### config.mk
export PLATFORM = sky130hd
export DESIGN_NAME = cordic_sched
export DESIGN_NICKNAME = d
export VERILOG_FILES = /design/src/rtl/cordic_pkg.sv /design/src/rtl/cordic_fold.sv /design/src/rtl/cordic_sched.sv
export SDC_FILE = /design/constraint.sdc
export NUM_CORES = 1
export LEC_CHECK = 0
export CAP_MARGIN = 0
export CORE_ASPECT_RATIO = 1.25
export CORE_UTILIZATION = 25
export CTS_BUF_LIST = sky130_fd_sc_hd__clkbuf_8
export DETAILED_ROUTE_END_ITERATION = 16
export SYNTH_ARGS = -nofsm -noshare
export SYNTH_HDL_FRONTEND = slang
export SYNTH_SLANG_ARGS = --single-unit
export TNS_END_PERCENT = 1
### constraint.sdc
create_clock -name clk -period 7.45 [get_ports clk]
set_input_delay 1.49 -clock clk [delete_from_list [all_inputs] [get_ports clk]]
set_output_delay 1.49 -clock clk [all_outputs]
set_load 0.01 [all_outputs]
### src/rtl/cordic_pkg.sv
// Shared constants and types for the CORDIC request scheduler.
// Angle constants are kept at 60 fractional bits and scaled down by fp_const
// to whatever fractional width the datapath uses (truncation, not rounding).
package cordic_pkg;

  // pi/2, pi, 3pi/2 and 2pi with 60 fractional bits
  localparam logic [63:0] PI_2   = 64'h1921FB54442D1846;
  localparam logic [63:0] PI     = 64'h3243F6A8885A308D;
  localparam logic [63:0] PI3_2  = 64'h4B65F1FCCC8748D2;
  localparam logic [63:0] TWO_PI = 64'h6487ED5110B4611A;

  typedef enum logic [1:0] {S_IDLE, S_ISSUE, S_WAIT, S_DONE} state_t;
  typedef enum logic [1:0] {Q0, Q1, Q2, Q3} quad_t;

  // Rescale a 60-fraction-bit constant to 'shift' fractional bits.
  function automatic logic [63:0] fp_const(input logic [63:0] q60, input int shift);
    return q60 >> (60 - shift);
  endfunction

endpackage

### src/rtl/cordic_fold.sv
// Combinational angle reduction: one 2*pi subtraction, then quadrant detect
// and fold into [0, pi/2] for the CORDIC core.
// Ports: angle_i (unsigned, fixed point), fold_o (folded angle), quad_o (quadrant).
module cordic_fold
  import cordic_pkg::*;
#(
  parameter int WIDTH   = 32,
  parameter int FPSHIFT = 28
) (
  input  logic [WIDTH-1:0] angle_i,
  output logic [WIDTH-1:0] fold_o,
  output quad_t            quad_o
);

  localparam logic [63:0] K_PI_2   = fp_const(PI_2, FPSHIFT);
  localparam logic [63:0] K_PI     = fp_const(PI, FPSHIFT);
  localparam logic [63:0] K_PI3_2  = fp_const(PI3_2, FPSHIFT);
  localparam logic [63:0] K_TWO_PI = fp_const(TWO_PI, FPSHIFT);

  localparam logic [WIDTH-1:0] C_PI_2   = K_PI_2[WIDTH-1:0];
  localparam logic [WIDTH-1:0] C_PI     = K_PI[WIDTH-1:0];
  localparam logic [WIDTH-1:0] C_PI3_2  = K_PI3_2[WIDTH-1:0];
  localparam logic [WIDTH-1:0] C_TWO_PI = K_TWO_PI[WIDTH-1:0];

  logic [WIDTH-1:0] red;

  always_comb begin
    red = angle_i;
    // Legal inputs are below 4*pi, so a single subtraction lands in [0, 2*pi).
    if (angle_i >= C_TWO_PI) red = angle_i - C_TWO_PI;

    quad_o = Q0;
    fold_o = red;
    if (red < C_PI_2) begin
      quad_o = Q0;
      fold_o = red;
    end else if (red < C_PI) begin
      quad_o = Q1;
      fold_o = C_PI - red;
    end else if (red < C_PI3_2) begin
      quad_o = Q2;
      fold_o = red - C_PI;
    end else begin
      quad_o = Q3;
      fold_o = C_TWO_PI - red;
    end
  end

endmodule

### src/rtl/cordic_sched.sv
// Two-requester front end for a shared external CORDIC core: round-robin grant,
// range reduction/folding, fixed-latency wait, quadrant sign fix, held response.
// Ports: reqN_valid/angle/ready (requests), rsp_* (response, valid/ready),
//        cor_angle/cor_sine/cor_cosine (core), busy (not idle).
module cordic_sched
  import cordic_pkg::*;
#(
  parameter int WIDTH   = 32,
  parameter int FPSHIFT = 28,
  parameter int LATENCY = 32
) (
  input  logic             clk,
  input  logic             rst_n,
  input  logic             req0_valid,
  input  logic [WIDTH-1:0] req0_angle,
  output logic             req0_ready,
  input  logic             req1_valid,
  input  logic [WIDTH-1:0] req1_angle,
  output logic             req1_ready,
  output logic             rsp_valid,
  output logic             rsp_id,
  output logic [WIDTH-1:0] rsp_sine,
  output logic [WIDTH-1:0] rsp_cosine,
  input  logic             rsp_ready,
  output logic [WIDTH-1:0] cor_angle,
  input  logic [WIDTH-1:0] cor_sine,
  input  logic [WIDTH-1:0] cor_cosine,
  output logic             busy
);

  state_t           state_q;
  logic             ptr_q;
  logic             id_q;
  quad_t            quad_q;
  logic [WIDTH-1:0] fold_q;
  logic [7:0]       cnt_q;
  logic [WIDTH-1:0] cor_angle_q;
  logic             rsp_valid_q;
  logic             rsp_id_q;
  logic [WIDTH-1:0] rsp_sine_q;
  logic [WIDTH-1:0] rsp_cosine_q;

  logic             gnt0_d, gnt1_d, idle_d;
  logic [WIDTH-1:0] sel_angle_d, fold_d;
  quad_t            quad_d;

  // Pointer only matters when both requesters are valid.
  always_comb begin
    gnt0_d      = req0_valid && (!req1_valid || !ptr_q);
    gnt1_d      = req1_valid && (!req0_valid || ptr_q);
    sel_angle_d = gnt1_d ? req1_angle : req0_angle;
  end

  cordic_fold #(
    .WIDTH  (WIDTH),
    .FPSHIFT(FPSHIFT)
  ) u_fold (
    .angle_i(sel_angle_d),
    .fold_o (fold_d),
    .quad_o (quad_d)
  );

  // Gated by rst_n so neither ready is seen while reset is held.
  assign idle_d     = (state_q == S_IDLE) && rst_n;
  assign req0_ready = idle_d && gnt0_d;
  assign req1_ready = idle_d && gnt1_d;
  assign busy       = (state_q != S_IDLE);
  assign cor_angle  = cor_angle_q;
  assign rsp_valid  = rsp_valid_q;
  assign rsp_id     = rsp_id_q;
  assign rsp_sine   = rsp_sine_q;
  assign rsp_cosine = rsp_cosine_q;

  always_ff @(posedge clk or negedge rst_n) begin
    if (!rst_n) begin
      state_q      <= S_IDLE;
      ptr_q        <= 1'b0;
      id_q         <= 1'b0;
      quad_q       <= Q0;
      fold_q       <= '0;
      cnt_q        <= '0;
      cor_angle_q  <= '0;
      rsp_valid_q  <= 1'b0;
      rsp_id_q     <= 1'b0;
      rsp_sine_q   <= '0;
      rsp_cosine_q <= '0;
    end else begin
      case (state_q)
        S_IDLE: begin
          if (gnt0_d || gnt1_d) begin
            fold_q  <= fold_d;
            quad_q  <= quad_d;
            id_q    <= gnt1_d;
            ptr_q   <= !gnt1_d;
            state_q <= S_ISSUE;
          end
        end
        S_ISSUE: begin
          cor_angle_q <= fold_q;
          cnt_q       <= 8'(LATENCY - 1);
          state_q     <= S_WAIT;
        end
        S_WAIT: begin
          if (cnt_q == 8'd0) begin
            // Undo the fold: sine negative in Q2/Q3, cosine negative in Q1/Q2.
            rsp_sine_q   <= (quad_q == Q2 || quad_q == Q3) ? -cor_sine : cor_sine;
            rsp_cosine_q <= (quad_q == Q1 || quad_q == Q2) ? -cor_cosine : cor_cosine;
            rsp_id_q     <= id_q;
            rsp_valid_q  <= 1'b1;
            state_q      <= S_DONE;
          end else begin
            cnt_q <= cnt_q - 8'd1;
          end
        end
        S_DONE: begin
          if (rsp_ready) begin
            rsp_valid_q <= 1'b0;
            state_q     <= S_IDLE;
          end
        end
        default: state_q <= S_IDLE;
      endcase
    end
  end

endmodule
Yosys cells after proc, flatten, opt, wreduce, memory -nomap -nowiden. Index checks and enable logic that the tools add are counted.

Register bits: 144. Bits in latches: 0. Bits in writable memories: 0. Bits in read-only memories: 0. Input bits: 133. Output and inout bits: 101. Memories: 0.

Add/subtract/negate cells: 7. $mul: 0. Div/mod/pow operators: 0. Order comparisons: 4. Equal/unequal tests: 10. Shifts and indexed selects: 0. Multiplexer cells: 19. Bitwise logic cells: 0. Reductions and logical operators: 24.

Operators with widths (number): 2-to-1 mux 32 bit (7); negation 32 bit (2); >= comparator 32 x 31 -> 1 bit (second input constant) (1); < comparator 32 x 29 -> 1 bit (second input constant) (1); < comparator 32 x 30 -> 1 bit (second input constant) (1); < comparator 32 x 31 -> 1 bit (second input constant) (1); subtractor 30 x 32 -> 32 bit (first input constant) (1); subtractor 31 x 32 -> 32 bit (first input constant) (1); subtractor 32 x 30 -> 32 bit (second input constant) (1); subtractor 32 x 31 -> 32 bit (second input constant) (1); case mux 8 bit (2 select lines) (1); 2-to-1 mux 2 bit (5); equality test 2 bit (second input constant) (4); logical NOT 8 bit (1); 2-to-1 mux 8 bit (1); case mux 2 bit (4 select lines) (1); subtractor 8 x 1 -> 8 bit (second input constant) (1); != test 2 bit (second input constant) (3); AND reduction 2 bit (3); AND reduction 3 bit (2); nonzero test 2 bit (3); logical AND 1 bit (5); logical OR 1 bit (5); equality test 2 x 1 -> 1 bit (second input constant) (2); other kinds (5) (10).

Longest topological paths before layout.
Word-level depth: 10. Mapped depth: 29.

Cells and area by module. A second synthesis with hierarchy kept.

Cells, all modules: 1351. Area total of the unflattened synthesis: 11801.3 um2.

Modules (own cells, without submodules): cordic_sched (instances 1, cells an instance 668, area an instance 7292.0 um2, seq. area each 3603.5 um2); cordic_fold (instances 1, cells an instance 683, area an instance 4509.3 um2, seq. area each 0.0 um2).

Worst setup path before layout. Ideal clock, no wire load.

Path kind: in2reg. From: input port req1_valid. To: register fold_q[18]. Library setup time: 132 ps. Data arrival time: 6498 ps. Required time: 7318 ps. Slack: 820 ps. Stages: 22. Path through: buf_4 buf_2 nand2_4 buf_2 buf_1 mux2i_1 ha_1 nor4b_1 nor2_1 o32ai_1 a2bb2oi_2 o311ai_1 xor2_1 o32ai_1 nand4_2 nor4_2 nor3_4 buf_4 o41ai_1 o22ai_1 xnor2_1 o21ai_1.

Word-level cells in the longest chain between the ends: 8.

Ends and longest elaborated chain: from (decl) (RTL line cordic_sched.sv:17) `input logic req1_valid,`; logical AND 1 bit (RTL line cordic_sched.sv:50) `gnt1_d = req1_valid && (!req0_valid || ptr_q);`; 2-to-1 mux 32 bit (RTL line cordic_sched.sv:51) `sel_angle_d = gnt1_d ? req1_angle : req0_angle;`; subtractor 32 x 31 -> 32 bit / >= comparator 32 x 31 -> 1 bit (equally long branches) (RTL line cordic_fold.sv:30) `if (angle_i >= C_TWO_PI) red = angle_i - C_TWO_PI;`; 2-to-1 mux 32 bit (RTL line cordic_fold.sv:30); subtractor 31 x 32 -> 32 bit (tied with other cells) (RTL line cordic_fold.sv:45) `fold_o = C_TWO_PI - red;`; 2-to-1 mux 32 bit (RTL line cordic_fold.sv:40) `end else if (red < C_PI3_2) begin`; 2-to-1 mux 32 bit (RTL line cordic_fold.sv:37) `end else if (red < C_PI) begin`; 2-to-1 mux 32 bit (RTL line cordic_fold.sv:34) `if (red < C_PI_2) begin`; to (signal assigned) (RTL line cordic_sched.sv:91) `fold_q <= fold_d;`; to (decl) (RTL line cordic_sched.sv:35) `logic [WIDTH-1:0] fold_q;`.

Several ways; a longest one is shown, not always the timed one. A chain may end at the register's enable or synchronous reset.

Final worst setup path.
From: input port req0_valid. To: register fold_q[22].

Word-level cells in the longest chain between the ends: 10.

Ends and longest elaborated chain: from (decl) (RTL line cordic_sched.sv:14) `input logic req0_valid,`; logical NOT 1 bit (RTL line cordic_sched.sv:50); logical OR 1 bit (RTL line cordic_sched.sv:50); logical AND 1 bit (RTL line cordic_sched.sv:50); 2-to-1 mux 32 bit (RTL line cordic_sched.sv:51); subtractor 32 x 31 -> 32 bit / >= comparator 32 x 31 -> 1 bit (equally long branches) (RTL line cordic_fold.sv:30); 2-to-1 mux 32 bit (RTL line cordic_fold.sv:30); subtractor 31 x 32 -> 32 bit (tied with other cells) (RTL line cordic_fold.sv:45); 2-to-1 mux 32 bit (RTL line cordic_fold.sv:40); 2-to-1 mux 32 bit (RTL line cordic_fold.sv:37); 2-to-1 mux 32 bit (RTL line cordic_fold.sv:34).

Several ways; a longest one is shown, not always the timed one.

==> impl_metrics.ini <==
[synthesis]
synth_nets = 1544
postSynth.asyncResetShare_pct = 100.0
ys_types = 109
ys_top_cells_by_area = dfrtp_1, xnor2_1, nand2_1
syn-cell-area_um2 = 11620
ys_warn_count = 0
yosys_register_bits = 144
postSynthCellCount = 1397
synth-seq-area-share_pct = 31.00
yosys.area.top_type = dfrtp_1
synth-main-ff-cell = dfrtp_1
syn_avg_cell_area_um2 = 8.320
synth_edf_count = 0
synth_top_area_share_pct = 31.00

[drt]
wl_per_cell_um = 17.28
via_count = 11412
firstDrtPassIters = 5
wl_mm = 38.33
ant_nets = 0
drcViolationCount = 0
drt_iter0_markers = 651
via_per_inst = 5.145

[power_and_ir_drop]
p_sw_mw = 1.953
leakage_nw = 5.977
powerDensity_nw_per_um2 = 294.4
clockPowerShare_pct = 13.8
internal-power_mw = 2.485
swShare_pct = 44.01
combPwrFrac_pct = 61.2
pwr-share-seq_pct = 25.0
vdd_drop_max_mv = 0.1309

[timing]
max_slew_margin_pct = 23.91
period_needed_ps = 6856
post-route-period-util_pct = 92.03
skew_ps = 19.62
tns_ps = 0
worstMarginPinSlew_ps = 1141
slew_violations = 0
setup_ws_ps = 593.5
clock.fmax_mhz = 145.8
rsz0062_at_grt = false
finalHoldViolCount = 0
setup_violations = 0

[clock_tree]
cts_buffer_depth = 2
cts_tree = yes
cts_root_buf = clkbuf_8
post_cts.repair.setup_buffers = 0
clk_latency_ps = 470
postCtsHoldBufs = 0
clkSinkCount = 144
cts_resized = 0
clk_pin_slew_ps = 80
cts_made_buffers = 17
htree_levels = 4

[critical_path]
crit_type = input port to flop
crit_required_ps = 7770
r2r_start = ptr_q
path_cells = clkdlybuf4s50_1 > and2b_4 > o21ai_0 > and2_1 > inv_1 > ha_1 > nor4b_1 > a211oi_1 > a221oi_2 > or4_4 > nand3_2 > buf_4 > a311o_1 > o2bb2ai_2 > a2111o_1 > nor4_2 > nor3_4 > buf_4 > a2111oi_0 > nor2_1 > xnor2_1 > o21ai_1
cpMaxStageDelayCell = clkdlybuf4s50_1
cp-end-kind = flop
critPathLaunchType = input port
critPathArrivalTime_ps = 7180
worst_path_largest_cell_delay_ps = 540
cp_num_buf_inv = 4
crit_start = req0_valid
path_max_fanout = 26
cpMostUsedCell = buf_4
cp_top_family = compound AO/OA/AOI/OAI gates

[die]
fp.dieH_um = 243.1
start_util_pct = 25.54
die_area_um2 = 47360
core_um2 = 45500
rows = 87
die-width_um = 194.9
ios = 234

[finish]
nFillCells = 4800
mostFrequentLayoutCell = clkdlybuf4s50_1
final_cell_mix = clkdlybuf4s50_1, nand2_1, dfrtp_1
layout.nets = 1773
fin_cells = 2218
area_delta_synth_final_pct = 29.69
drive_above_1_share_pct = 10.49
utilization_pct = 33.13

[run]
maxCapViolations = 0

[worst_hold_path]
hp-start = fold_q[1]
hold_class = flop to flop

[global_routing]
grt_util_all_layers_pct = 16.09
grt_overflow = 0
grt_pass1_vias = 11162
grt_max_degree = 130
grt-busiest-layer = met2
antenna_found_initial = 1
grt_pass1_wl_mm = 61.51
met3_usage_pct = 2.584
use_met1_pct = 20.58
grt_use_met2_pct = 27.17

[place]
dp_cells = 2185
pre_cts_slack_ps = 167.1
io_buffers = 233
dp_hpwl_mm = 30.26
gp_congestion = 0.9471

[outcome]
run_status = finished clean
[tightest hold or removal path, delay by kind of cell (launching register included)]
family        cells  cell delay [ps]
flops             1              350
simple gates      2              100
[cell families (layout without fill, tap and decap cells)]
| kind of cell | count (synthesis) | after routing | synth area share (%) |
|---|---|---|---|
| DFF | 144 | 144 | 31.00 |
| and+or+nand+nor | 511 | 511 | 21.98 |
| other | 0 | 1 | 0 |
| xor gates and xnor gates | 115 | 115 | 9.086 |
| adders and majority gates | 14 | 14 | 1.507 |
| AOI/OAI and AO/OA | 443 | 443 | 25.87 |
| buffers and inverters | 100 | 342 | 4.112 |
| muxes | 70 | 70 | 6.438 |
[worst paths after layout]
| path | end | slack [ps] | cells after the start |
|---|---|---|---|
| worst max-delay path | fold_q[22] | 590 | 22 |
| worst max register to register | fold_q[22] | 1780 | 21 |
| max in group asynchronous | rsp_cosine[9] | 5390 | 2 |
| worst min-delay path | fold_q[1] | 470 | 2 |
| worst min register to register | fold_q[1] | 470 | 2 |
| min in group asynchronous | rsp_sine[14] | 1030 | 1 |
[layer usage]
layer,wire length [µm],vias to the layer above
li1,-,5593
met1,17050,5352
met2,18110,409
met3,2175,58
met4,993,0
met5,0,-
[power by group through the flow]
stage,registers (mW),logic (mW),clock network (mW)
global route,1.14,2.99,0.672
floorplan,1.13,1.86,0
CTS,1.12,2.73,0.643
finish,1.11,2.72,0.612
detailed placement,1.14,2.72,0
global placement,1.13,2.70,0
[through the flow]
step	area (µm²)	power (mW)	hold WS, ps
after floorplan	11620	2.984	433.1
after global placement	14680	3.827	454.8
after detailed placement	14680	3.855	458.1
after CTS	15070	4.494	476.9
after global routing	15070	4.809	499.8
final	15070	4.437	472.6
[registers in the layout (all words and copies together), names as in the netlist]
name,cells
quad_q,2
ptr_q,1
state_q,2
rsp_id,1
rsp_cosine,32
rsp_sine,32
rsp_valid,1
fold_q,32
cor_angle,32
cnt_q,8
id_q,1
[area by class of cell]
| class | instances | area [µm²] | share of cell area, % |
|---|---|---|---|
| timing repair buffer | 281 | 2689 | 17.84 |
| inverter | 29 | 108.9 | 0.7222 |
| sequential | 144 | 3603 | 23.91 |
| clock inverter | 13 | 125.1 | 0.8301 |
| clock buffer | 19 | 261.5 | 1.735 |
| multi-input combinational | 1153 | 7560 | 50.15 |
| tap | 578 | 723.2 | 4.798 |
| antenna | 1 | 2.502 | 0.01660 |
[synth_stat cells, drive strengths merged, types with 8 or more instances]
cell type,number
and3,9
o31ai,13
nor2,92
nor4,19
or2,9
xnor2,88
nor2b,8
or3,27
buf,34
nand4,12
o22ai,9
a31oi,25
a211oi,14
o211ai,18
nor3,33
inv,29
xor2,27
nand2,200
o21ai,151
ha,14
nand2b,13
dfrtp,144
clkbuf,37
mux2,38
mux2i,32
a21oi,94
a21o,16
nand3,42
and2,16
Note: power is estimated with default switching activity, not from simulation.
